File: config.mk
export PLATFORM = sky130hd
export DESIGN_NAME = mult_acc_stage
export DESIGN_NICKNAME = d
export VERILOG_FILES = /design/src/rtl/mult_acc_stage.sv
export SDC_FILE = /design/constraint.sdc
export NUM_CORES = 1
export LEC_CHECK = 0
export ABC_AREA = 1
export ABC_CLOCK_PERIOD_IN_PS = 3800
export CAP_MARGIN = 15
export CELL_PAD_IN_SITES_DETAIL_PLACEMENT = 2
export CELL_PAD_IN_SITES_GLOBAL_PLACEMENT = 2
export CORE_UTILIZATION = 32
export DETAILED_ROUTE_END_ITERATION = 10
export GPL_TIMING_DRIVEN = 0
export PLACE_DENSITY = 0.92
export SLEW_MARGIN = 20
export SYNTH_ARGS = -nofsm -noshare
export SYNTH_HDL_FRONTEND = slang
export SYNTH_SLANG_ARGS = --single-unit
File: constraint.sdc
create_clock -name Clk -period 3.8 [get_ports Clk]
set_input_delay 0.76 -clock Clk [delete_from_list [all_inputs] [get_ports Clk]]
set_output_delay 0.76 -clock Clk [all_outputs]
set_load 0.02 [all_outputs]
File: src/rtl/mult_acc_stage.sv
`default_nettype none
// +-----------------------------------------------------------------------------+
// | mult_acc_stage: registers multiplier products, optionally accumulates them,  |
// | flags overflow, and buffers results in an in-order valid/ready FIFO.         |
// | Optional: define MULT_ACC_SAT_EN to saturate on accumulate overflow.         |
// | Revision: 1.0                                                                |
// +-----------------------------------------------------------------------------+
module mult_acc_stage #(
  parameter int WIDTH = 32,
  parameter int DEPTH = 2
) (
  input  logic                       Clk,
  input  logic                       Reset,
  input  logic                       InValid,
  output logic                       InReady,
  input  logic [WIDTH-1:0]           Product,
  input  logic                       ProductOvf,
  input  logic                       Accumulate,
  input  logic                       ClearSticky,
  output logic                       OutValid,
  input  logic                       OutReady,
  output logic [WIDTH-1:0]           Result,
  output logic                       ResultOvf,
  output logic                       StickyOvf,
  output logic [$clog2(DEPTH):0]     Count
);

  localparam int AW = $clog2(DEPTH);
  localparam int CW = AW + 1;

  logic [WIDTH-1:0] acc;
  logic [WIDTH-1:0] mem_data [DEPTH];
  logic             mem_ovf  [DEPTH];
  logic [AW-1:0]    wr_ptr;
  logic [AW-1:0]    rd_ptr;
  logic [CW-1:0]    count;
  logic             sticky;

  logic             accept;
  logic             pop;
  logic [WIDTH-1:0] sum;
  logic             add_ovf;
  logic [WIDTH-1:0] acc_next;
  logic             entry_ovf;

  assign InReady = (count < CW'(DEPTH));
  assign OutValid = (count != '0);
  assign accept = InValid && InReady;
  assign pop = OutValid && OutReady;

  assign sum = acc + Product;
  // Same-sign operands whose sum flips sign have left the representable range.
  assign add_ovf = Accumulate && (acc[WIDTH-1] == Product[WIDTH-1]) &&
                   (sum[WIDTH-1] != acc[WIDTH-1]);
  assign entry_ovf = ProductOvf | add_ovf;

  always_comb begin
    acc_next = Accumulate ? sum : Product;
`ifdef MULT_ACC_SAT_EN
    if (add_ovf) begin
      acc_next = acc[WIDTH-1] ? {1'b1, {(WIDTH-1){1'b0}}} : {1'b0, {(WIDTH-1){1'b1}}};
    end
`endif
  end

  always_ff @(posedge Clk) begin
    if (!Reset && accept) begin
      mem_data[wr_ptr] <= acc_next;
      mem_ovf[wr_ptr]  <= entry_ovf;
    end
  end

  always_ff @(posedge Clk) begin
    if (Reset) begin
      acc    <= '0;
      wr_ptr <= '0;
      rd_ptr <= '0;
      count  <= '0;
      sticky <= 1'b0;
    end else begin
      if (accept) begin
        acc    <= acc_next;
        wr_ptr <= wr_ptr + AW'(1);
      end
      if (pop) begin
        rd_ptr <= rd_ptr + AW'(1);
      end
      case ({accept, pop})
        2'b10:   count <= count + CW'(1);
        2'b01:   count <= count - CW'(1);
        default: count <= count;
      endcase
      if (accept && entry_ovf) begin
        sticky <= 1'b1;
      end else if (ClearSticky) begin
        sticky <= 1'b0;
      end
    end
  end

  assign Result    = OutValid ? mem_data[rd_ptr] : '0;
  assign ResultOvf = OutValid ? mem_ovf[rd_ptr] : 1'b0;
  assign StickyOvf = sticky;
  assign Count     = count;

endmodule
`default_nettype wire

# Word-level counts from Yosys, hierarchy flattened

Memories as Yosys holds them, arrays and structs flattened. A register that Yosys moved wholly into a read port is not among the register bits.
Index checks and enable logic that the tools add are counted.

$add $sub $neg: 5
$lt $le $gt $ge: 1
Eq/ne operators: 4
Mux-type cells: 12
Bitwise logic cells: 1
Reduce and logical (&&, ||, !) cells: 10

Operators with widths:

| cell                                                                | number |
|---|---|
| 32-bit 2-to-1 mux                                                   | 2 |
| 32-bit adder                                                        | 1 |
| 1-bit 2-to-1 mux                                                    | 9 |
| 1-bit logical AND                                                   | 6 |
| 2-bit nonzero test                                                  | 3 |
| 2-bit case mux with 2 select lines                                  | 1 |
| 1-bit adder (second input constant)                                 | 2 |
| 2-bit by 1-bit adder with 2-bit output (second input constant)      | 1 |
| 2-bit by 1-bit == test with 1-bit output (second input constant)    | 1 |
| 2-bit == test (second input constant)                               | 1 |
| 2-bit less-than comparator (second input constant)                  | 1 |
| 2-bit by 1-bit subtractor with 2-bit output (second input constant) | 1 |
| 1-bit == test                                                       | 1 |
| 1-bit zero test                                                     | 1 |
| 1-bit != test                                                       | 1 |
| 1-bit bitwise OR                                                    | 1 |

Register bits after elaboration: 37
RAM bits: 66
Output and inout port bits: 38
Memories: 2

Memory list:

| name     | depth | bits a word | rd ports | clocked after memory_dff | write ports | RTL line | RTL |
|---|---|---|---|---|---|---|---|
| mem_data | 2     | 32          | 1        | 1                        | 1           | 32       | `logic [WIDTH-1:0] mem_data [DEPTH];` |
| mem_ovf  | 2     | 1           | 1        | 1                        | 1           | 33       | `logic mem_ovf [DEPTH];` |

# Longest topological paths before layout

Word-level depth: 6
Mapped depth: 17
Depth with buffers taken out: 17

# Worst setup path before layout

Ideal clock, no wire load.

Kind: input to register
Start point: input port InValid
End point: memory mem_data[1][0] (enable)
Arrival: 2533 ps
Required time: 3377 ps
Setup slack: 844 ps
Stages: 3
Path buffers: 1
Path through: nand2_1 > clkbuf_1 > nor2_1

Longest elaborated chain between the ends: 4

Ends and longest elaborated chain:

| what                                   | RTL line | RTL |
|---|---|---|
| start, declared                        | 14       | `input logic InValid,` |
| 1-bit logical AND                      | 48       | `assign accept = InValid && InReady;` |
| 1-bit logical AND                      | 67       | `if (!Reset && accept) begin` |
| 1-bit 2-to-1 mux                       | 67       |  |
| 1-bit 2-to-1 mux (implied by the code) | 68       | `mem_data[wr_ptr] <= acc_next;` |
| end, declared                          | 32       |  |

No other way between the ends.

==> flow_metrics.py <==
metrics = {
    "clock_tree": {
        "cts_root_buf": "clkbuf_16",
        "htree_levels": 3,
        "tritoncts": "yes",
        "cts_resized": 0,
        "cts_buffers": 9,
        "clock_latency_ps": 370,
        "clkSlewWorstSetupHoldPaths_ps": 80,
        "post_cts_buffers": 0,
        "cts.path.max_buffers": 2,
        "cts.sinks": 104,
        "hold_buffers": 0,
    },
    "timing": {
        "fin_ws_ps": 285,
        "hold_viol": 0,
        "slew_headroom": 0.452,
        "rsz0062_at_grt": "no",
        "fmax_mhz": 284,
        "worst_pin_slew_ps": 822,
        "fin_crit_sh": 0.925,
        "skew_ps": 17.3,
        "period_minus_slack_ps": 3520,
        "slew_viol_final": 0,
        "setup_viol": 0,
    },
    "floorplanning": {
        "die_h_um": 145,
        "rows": 51,
        "die-area_sq_um": 21000,
        "boundaryPins": 77,
        "fp.dieW_um": 145,
        "core_sq_um": 19700,
        "initial_utilization": 0.331,
    },
    "grt": {
        "grt_max_degree": 22,
        "antenna_found_initial": 1,
        "grt_usage": 0.287,
        "grt_overflow": 0,
        "grt_pass1_wl_mm": 43.9,
        "first_global_vias": 7442,
    },
    "route": {
        "drtAntennaViolNets": 0,
        "dr_total_vias": 6775,
        "drc_errors": 0,
        "viasPerCell": 5.31,
        "wirelength_mm": 29.5,
        "routedWlPerCell_um": 23.1,
        "drtPass1Iterations": 4,
        "drt_iter0_drc": 356,
    },
    "yosys": {
        "ys.flop_type": "edfxtp_1",
        "synth_cell_type_count": 38,
        "syn_nets": 990,
        "yosysTopAreaCellShare": 0.304,
        "synth_area_per_cell_sq_um": 7.11,
        "synth-edff-count": 66,
        "synthesis.area_sq_um": 6530,
        "synth.area.top_cells": "edfxtp_1 30%, nand2_1 18%, dfxtp_1 12%, inv_1 7.0%, ha_1 6.1%",
        "netlist_instances": 918,
        "synth-seq-cells": 104,
        "synth_top_area_cell": "edfxtp_1",
        "seq_area_frac_synth": 0.420,
        "async_flop_share": 0,
        "ys_warn_count": 0,
    },
    "worst_setup_path": {
        "criticalPathCategory": "reg2out",
        "worstPathArrival_ps": 2760,
        "worst_ep_required_time_ps": 3040,
        "cp_max_fo": 10,
        "cp-start-kind": "flop",
        "endpoint_kind": "primary output",
    },
    "cells_and_area": {
        "syn_to_final_growth_pct": 22.2,
        "drive_above_1_share": 0.0515,
        "n_fill_cell": 2292,
        "design_area_sq_um": 7980,
        "nets": 1077,
        "utilization": 0.405,
    },
    "job": {
        "drv_cap": 0,
    },
    "power": {
        "power_leakage_nw": 3.82,
        "cellPowerDensity_nw_per_um2": 638,
        "ir_drop_mv": 0.198,
    },
    "placed_design": {
        "io_buffer_count": 74,
        "dpl-instance-area_sq_um": 7670,
        "gp_congestion": 0.830,
        "place_ws_ps": 169,
        "dp_hpwl_mm": 20.9,
    },
    "status": {
        "outcome": "finished clean",
    },
    "min_path": {
        "hold_class": "reg2reg",
    },
}
==> metal layers <==
| layer | share of wire | routed length, um | up-vias | GRT usage |
|---|---|---|---|---|
| met1 | 0.43 | 12600 | 3420 | 0.342 |
| met4 | 0.039 | 1140 | 0 | 0.137 |
| met2 | 0.50 | 14800 | 192 | 0.515 |
| met5 | 0 | 0 | - | 0 |
| met3 | 0.033 | 962 | 70 | 0.0309 |
| li1 | - | - | 3093 | - |
==> cell type report <==
cell class / instances / area, sq um / area share
sequential: 104 / 2740 / 0.344
timing repair buffer: 76 / 796 / 0.0998
clock inverter: 6 / 75.1 / 0.00941
clock buffer: 10 / 229 / 0.0287
buffer: 27 / 106 / 0.0133
inverter: 125 / 469 / 0.0588
multi-input combinational: 662 / 3220 / 0.404
antenna: 1 / 2.50 / 0.000314
tap: 265 / 332 / 0.0416
==> worst max-delay path, stage by stage (launching register included) <==
cell,delay [ps]
dfxtp_1,320
clkbuf_1,210
inv_1,260
buf_1,470
nand2_1,190
a21oi_1,270
clkdlybuf4s50_1,650
==> synthesized netlist by cell type (11+ instances only) <==
cell      count
o21ai_1      11
nor2_1      103
inv_1       121
nand2_2      12
nand2_1     314
dfxtp_1      38
o21ai_0      24
clkbuf_1     18
edfxtp_1     66
a21oi_1      64
ha_1         32
nand3_1      49
==> layout by cell type, fill, tap and decap left out, drive strengths merged <==
cell	count
o21bai	3
o21ai	39
inv	128
a21o	2
a31oi	2
nand4	4
xnor2	8
ha	32
dfxtp	38
o211ai	1
o21a	1
clkbuf	28
bufinv	1
clkdlybuf4s50	74
nor2	104
nor3	3
a211oi	1
buf	11
nand3	51
a21oi	67
and2	1
clkinv	1
nand3b	5
and3	1
nand2	327
o22ai	1
clkinvlp	1
or2	2
xor2	6
fa	1
diode	1
edfxtp	66
==> path summary, 6_finish.rpt <==
path                from              end  slack, ps  depth (start not counted)
setup / recovery    flop       Result[15]        280                          6
hold reg to reg   wr_ptr           wr_ptr        520                          1
setup reg to reg  acc[0]  mem_data[0][20]       1020                         15
hold / removal    wr_ptr           wr_ptr        520                          1
==> logic make-up (layout without fill, tap and decap cells) <==
| family | after synthesis | after routing | share of synthesized area |
|---|---|---|---|
| flip-flops | 104 | 104 | 0.420 |
| buffers and inverters | 152 | 244 | 0.0882 |
| AO/OA/AOI/OAI | 117 | 117 | 0.0974 |
| other | 0 | 1 | 0 |
| XOR/XNOR | 14 | 14 | 0.0188 |
| AND/OR/NAND/NOR | 498 | 498 | 0.311 |
| adder cells (fa/ha/maj) | 33 | 33 | 0.0644 |
==> power breakdown <==
| part | total [W] | switching [W] | internal [W] |
|---|---|---|---|
| sequential | 0.00153 | 0.000114 | 0.00142 |
| combinational | 0.00254 | 0.00171 | 0.000837 |
| clock | 0.00102 | 0.000493 | 0.000524 |
| total | 0.00509 | 0.00231 | 0.00278 |
==> state kept, by name, indices dropped and copies added (netlist names), named ones only <==
signal and cells:
wr_ptr 1, StickyOvf 1, mem_data 64, mem_ovf 2
acc 32, Count 2, rd_ptr 1
==> per-stage QoR <==
stage,total power [W],hold slack [ps],cells,setup TNS [ps]
global route,0.00531,531,1275,0
detailed placement,0.00395,493,1259,0
CTS,0.00508,517,1275,0
global placement,0.00374,434,1257,-37200
floorplan,0.00292,426,918,0
finish,0.00509,522,1276,0
Note: power is estimated with default switching activity, not from simulation.
